==> config.mk <==
export PLATFORM = sky130hd
export DESIGN_NAME = lcd_reader
export DESIGN_NICKNAME = d
export VERILOG_FILES = /design/src/rtl/lcd_reader.sv
export SDC_FILE = /design/constraint.sdc
export NUM_CORES = 1
export LEC_CHECK = 0
export CORE_MARGIN = 5
export CORE_UTILIZATION = 48
export CTS_CLUSTER_SIZE = 10
export DETAILED_ROUTE_END_ITERATION = 12
export PLACE_DENSITY_LB_ADDON = 0.3
export SETUP_SLACK_MARGIN = 0.05
export SLEW_MARGIN = 20
export SYNTH_ARGS = -nofsm -noshare
export SYNTH_HDL_FRONTEND = slang
export SYNTH_SLANG_ARGS = --single-unit
export TNS_END_PERCENT = 100
==> constraint.sdc <==
create_clock -name clk -period 2 [get_ports clk]
set_input_delay 0.2 -clock clk [delete_from_list [all_inputs] [get_ports clk]]
set_output_delay 0.2 -clock clk [all_outputs]
set_load 0.03 [all_outputs]
==> src/rtl/lcd_reader.sv <==
// lcd_reader: HD44780 4-bit read cycles (BF/AC or RAM byte), optional busy-flag polling; owns bus handoff via data_oe.
// rd_valid 1+T_AS+2*(T_EH+T_EL) cycles after accept, +2*(T_EH+T_EL) per extra poll; rd_req taken only in IDLE, never queued.
module lcd_reader #(
  parameter int unsigned T_AS      = 2,
  parameter int unsigned T_EH      = 12,
  parameter int unsigned T_EL      = 12,
  parameter int unsigned MAX_POLLS = 255
) (
  input  logic       clk,
  input  logic       rst,
  input  logic       rd_req,
  input  logic       rd_rs,
  input  logic       wait_busy,
  input  logic [3:0] lcd_d_in,
  output logic       rd_ready,
  output logic       rd_valid,
  output logic [7:0] rd_data,
  output logic       busy_flag,
  output logic [6:0] addr_cnt,
  output logic       timeout,
  output logic       RS,
  output logic       RW,
  output logic       E,
  output logic       data_oe
);

  localparam logic [7:0] AS_LAST = 8'(T_AS - 1);
  localparam logic [7:0] EH_LAST = 8'(T_EH - 1);
  localparam logic [7:0] EL_LAST = 8'(T_EL - 1);
  localparam logic [7:0] MAX_P   = 8'(MAX_POLLS);

  typedef enum logic [3:0] {
    RECOVER,
    IDLE,
    RELEASE,
    SETUP,
    EH1,
    EL1,
    EH2,
    EL2,
    DONE
  } state_t;

  state_t     state;
  logic [7:0] cnt;
  logic [7:0] poll_cnt;
  logic [7:0] poll_next;
  logic       rs_q;
  logic       poll_q;

  // Saturating so a misconfigured limit can never wrap into another poll.
  always_comb begin
    poll_next = (poll_cnt >= MAX_P) ? MAX_P : poll_cnt + 8'd1;
  end

  always_ff @(posedge clk) begin
    if (rst) begin
      state     <= RECOVER;
      cnt       <= 8'd0;
      poll_cnt  <= 8'd0;
      rs_q      <= 1'b0;
      poll_q    <= 1'b0;
      rd_ready  <= 1'b0;
      rd_valid  <= 1'b0;
      rd_data   <= 8'd0;
      busy_flag <= 1'b0;
      addr_cnt  <= 7'd0;
      timeout   <= 1'b0;
      RS        <= 1'b0;
      RW        <= 1'b0;
      E         <= 1'b0;
      data_oe   <= 1'b0;
    end else begin
      rd_valid <= 1'b0;
      timeout  <= 1'b0;
      case (state)
        RECOVER: begin
          state    <= IDLE;
          data_oe  <= 1'b1;
          rd_ready <= 1'b1;
        end
        IDLE: begin
          if (rd_req) begin
            rs_q     <= rd_rs;
            poll_q   <= wait_busy & ~rd_rs;
            poll_cnt <= 8'd0;
            RS       <= rd_rs;
            data_oe  <= 1'b0;
            rd_ready <= 1'b0;
            cnt      <= 8'd0;
            state    <= RELEASE;
          end
        end
        RELEASE: begin
          // data_oe already dropped one cycle ago, so RW may rise now.
          RW    <= 1'b1;
          cnt   <= 8'd0;
          state <= SETUP;
        end
        SETUP: begin
          if (cnt == AS_LAST) begin
            cnt   <= 8'd0;
            E     <= 1'b1;
            state <= EH1;
          end else begin
            cnt <= cnt + 8'd1;
          end
        end
        EH1: begin
          if (cnt == EH_LAST) begin
            rd_data[7:4] <= lcd_d_in;
            cnt          <= 8'd0;
            E            <= 1'b0;
            state        <= EL1;
          end else begin
            cnt <= cnt + 8'd1;
          end
        end
        EL1: begin
          if (cnt == EL_LAST) begin
            cnt   <= 8'd0;
            E     <= 1'b1;
            state <= EH2;
          end else begin
            cnt <= cnt + 8'd1;
          end
        end
        EH2: begin
          if (cnt == EH_LAST) begin
            rd_data[3:0] <= lcd_d_in;
            cnt          <= 8'd0;
            E            <= 1'b0;
            state        <= EL2;
          end else begin
            cnt <= cnt + 8'd1;
          end
        end
        EL2: begin
          if (cnt == EL_LAST) begin
            cnt      <= 8'd0;
            poll_cnt <= poll_next;
            if (poll_q && rd_data[7] && (poll_next < MAX_P)) begin
              E     <= 1'b1;
              state <= EH1;
            end else begin
              RW       <= 1'b0;
              rd_valid <= 1'b1;
              timeout  <= poll_q & rd_data[7];
              if (!rs_q) begin
                busy_flag <= rd_data[7];
                addr_cnt  <= rd_data[6:0];
              end
              state <= DONE;
            end
          end else begin
            cnt <= cnt + 8'd1;
          end
        end
        DONE: begin
          // RW went low on entry to DONE; bus returns to the writer one cycle later.
          data_oe  <= 1'b1;
          rd_ready <= 1'b1;
          state    <= IDLE;
        end
        default: begin
          RW       <= 1'b0;
          E        <= 1'b0;
          data_oe  <= 1'b0;
          rd_ready <= 1'b0;
          state    <= RECOVER;
        end
      endcase
    end
  end

endmodule

==> results.json <==
{
  "critPathLaunchType": "register",
  "synth.distinct_cells": 52,
  "ys_warn_count": 0,
  "cts_sinks": 43,
  "grt_first_pass_wirelength_mm": 9.11,
  "rows": 24,
  "cp-end-kind": "register",
  "antenna_cells": 0,
  "grt_setup_unrepaired": "true",
  "clockRootBuffer": "clkbuf_8",
  "fp.dieH_um": 77.2,
  "min_period_ps": 1940,
  "first_global_vias": 1974,
  "first_pass_iters": 4,
  "vias": 2103,
  "cts_tree": "built",
  "async_reset_ff_frac": 0,
  "routed_wl_mm": 5.36,
  "die_area_sq_mm": 0.00596,
  "postCtsSetupRepairBufs": 0,
  "relSlewSlack": 0.600,
  "routed_via_density": 5.81,
  "synth_xor_xnor_area_share": 0.0121,
  "synth_fa_ha_area_frac": 0.0173,
  "p_per_area_mw_per_mm2": 646,
  "reg2reg_setup_slack_ps": 60,
  "required_ps": 2200,
  "synthFlopType": "dfxtp_1",
  "syn_avg_cell_area_sq_um": 8.31,
  "maxCapViolations": 0,
  "yosys.area.top_type": "dfxtp_1",
  "antenna_found_initial": 0,
  "io-pin-count": 32,
  "startpoint": "cnt[2]$_SDFFE_PP0P_",
  "post-route-period-util": 0.971,
  "grt_max_degree": 16,
  "setup-violations-final": 0,
  "syn-cell-area_sq_mm": 0.00217,
  "status": "completed",
  "hp-class": "reg -> reg",
  "register_area_sq_um": 862,
  "synth_edf_count": 0,
  "ir_drop_mv": 0.413,
  "drc_errors": 0,
  "r2r_cells": 5,
  "synth_top_family_by_area": "simple AND/OR/NAND/NOR gates",
  "gp_congestion": 0.837,
  "drt_iter0_drc": 141,
  "multi_input_area_sq_mm": 0.00123,
  "r2r-end": "rd_data[6]$_SDFFE_PP0P_",
  "yosys-top-cells-area": "dfxtp_1, mux2i_1, o21ai_0, nor2_1, a21oi_1",
  "synth-seq-cells": 43,
  "final_antenna_net_count": 0,
  "hold_path.startpoint": "E$_SDFFE_PP0P_",
  "ctsLongestPathBuffers": 2,
  "fin_nets": 321,
  "crit_fanout": 6,
  "clk_pin_slew_worst_paths_ps": 80,
  "r2r-start": "cnt[2]$_SDFFE_PP0P_",
  "layout_commonest_cell": "dfxtp_1",
  "grt-ovfl-total": 0,
  "fin_skew_ps": 9.24,
  "die_w_um": 77.2,
  "hold_buffers": 0,
  "synthesis.nets": 273,
  "yosysSeqAreaShare": 0.397,
  "maxSlewViolCount": 0,
  "core_area_sq_mm": 0.00435,
  "grt_usage": 0.182,
  "area_growth_pct": 30.9,
  "setup_tns_ps": 0,
  "fmax_mhz": 515,
  "cp.arrival_ps": 2140,
  "synth_mux_area_frac": 0.0698,
  "dpl.hpwl_mm": 3.99,
  "fillCellCount": 368,
  "initial_core_util": 0.498,
  "leakagePower_nw": 1.08,
  "wl_per_cell_um": 14.8,
  "place_ws_ps": -45.6,
  "layout-drive-gt1-share": 0.148,
  "cts_made_buffers": 5,
  "fin_ws_ps": 57.2,
  "whs_endpoint": "E$_SDFFE_PP0P_",
  "synth_cells": 261,
  "synth_top_area_frac": 0.397,
  "hold_viol": 0,
  "critPathKind": "reg -> reg",
  "insertion_delay_ps": 300,
  "synth_compound_area_frac": 0.216,
  "ctsHtreeMaxLevel": 2,
  "holdWs_ps": 485,
  "port_buffers": 31,
  "worst_pin_slew_ps": 595,
  "mostFrequentLayoutCells": "dfxtp_1, clkdlybuf4s50_1, nor2_1, buf_4, nand2_1",
  "synthSimpleGateAreaFrac": 0.238,
  "min_path_cells": 2
}
[metrics by stage]
step / cells / total power [W] / util / area [sq um]
final: 362 / 0.00183 / 0.652 / 2840
after global placement: 354 / 0.00105 / 0.614 / 2670
after floorplan: 261 / 0.000987 / - / 2180
after detailed placement: 354 / 0.00105 / 0.614 / 2670
after global routing: 362 / 0.00190 / 0.652 / 2840
after CTS: 362 / 0.00185 / 0.648 / 2820
[worst max path at each step]
stage                                     to  slack (ps)  cells after the start
floorplan            rd_data[7]$_SDFFE_PP0P_        -110                      7
global placement      busy_flag$_SDFFE_PP0P_         -10                      4
detailed placement  poll_cnt[6]$_SDFFE_PP0P_         -50                      7
CTS                  rd_data[6]$_SDFFE_PP0P_          60                      5
global route         rd_data[0]$_SDFFE_PP0P_         -10                      7
finish               rd_data[6]$_SDFFE_PP0P_          60                      5
[final cells by class]
class	instances	area share
clock buffer	6	0.0256
clock inverter	2	0.0212
inverter	7	0.00926
multi-input combinational	195	0.435
sequential	43	0.304
tap	52	0.0229
timing repair buffer	57	0.182
[sequential cells by signal (all words and copies together) (netlist names)]
| register | cells |
|---|---|
| RW | 1 |
| data_oe | 1 |
| rs_q | 1 |
| E | 1 |
| timeout | 1 |
| cnt | 8 |
| addr_cnt | 7 |
| rd_valid | 1 |
| poll_cnt | 8 |
| busy_flag | 1 |
| poll_q | 1 |
| state | 4 |
| rd_data | 8 |
[cell usage after synthesis, drive strengths merged, types with 4 or more instances]
| master | n |
|---|---|
| mux2i | 14 |
| or3 | 4 |
| o21ai | 22 |
| nand3 | 15 |
| nor2b | 4 |
| a21oi | 17 |
| dfxtp | 43 |
| nor2 | 26 |
| a211oi | 6 |
| nor3 | 6 |
| nand2 | 20 |
| inv | 7 |
| a21o | 4 |
| clkbuf | 12 |
| and3 | 8 |
| buf | 4 |
[metal layers]
layer,track usage,vias to the layer above,part of all wire
met3,0.0363,7,0.050
met5,0,-,0
met4,0.0584,0,0.010
li1,-,1045,-
met2,0.291,59,0.46
met1,0.246,992,0.48
[critical path, cell delays in order, from the launching register on]
cell     delay [ps]
dfxtp_2         320
or4_4           530
or2_4           280
or4_4           480
mux2i_1         170
nor2_1           60
[what timing repair did]
item / CTS / global route
endpoints found under the hold margin: 0 / 0
gates resized for setup: 4 / 3
pin swaps: 1 / 3
setup endpoints to repair: 20 / 15
[power by group]
group	internal (W)	leakage, nW	switching [W]	total (W)
sequential	0.000866	0.348	0.00000814	0.000874
clock	0.000499	0.0654	0.000296	0.000795
combinational	0.0000744	0.668	0.0000894	0.000164
[logic make-up (layout without fill, tap and decap cells)]
group / after synthesis / after routing
and+or+nand+nor: 101 / 101
AOI/OAI and AO/OA: 73 / 73
DFF: 43 / 43
buffers and inverters: 23 / 72
muxes: 15 / 15
adders and majority gates: 3 / 3
xor gates and xnor gates: 3 / 3
No activity file was read; power rests on OpenSTA's default activity.
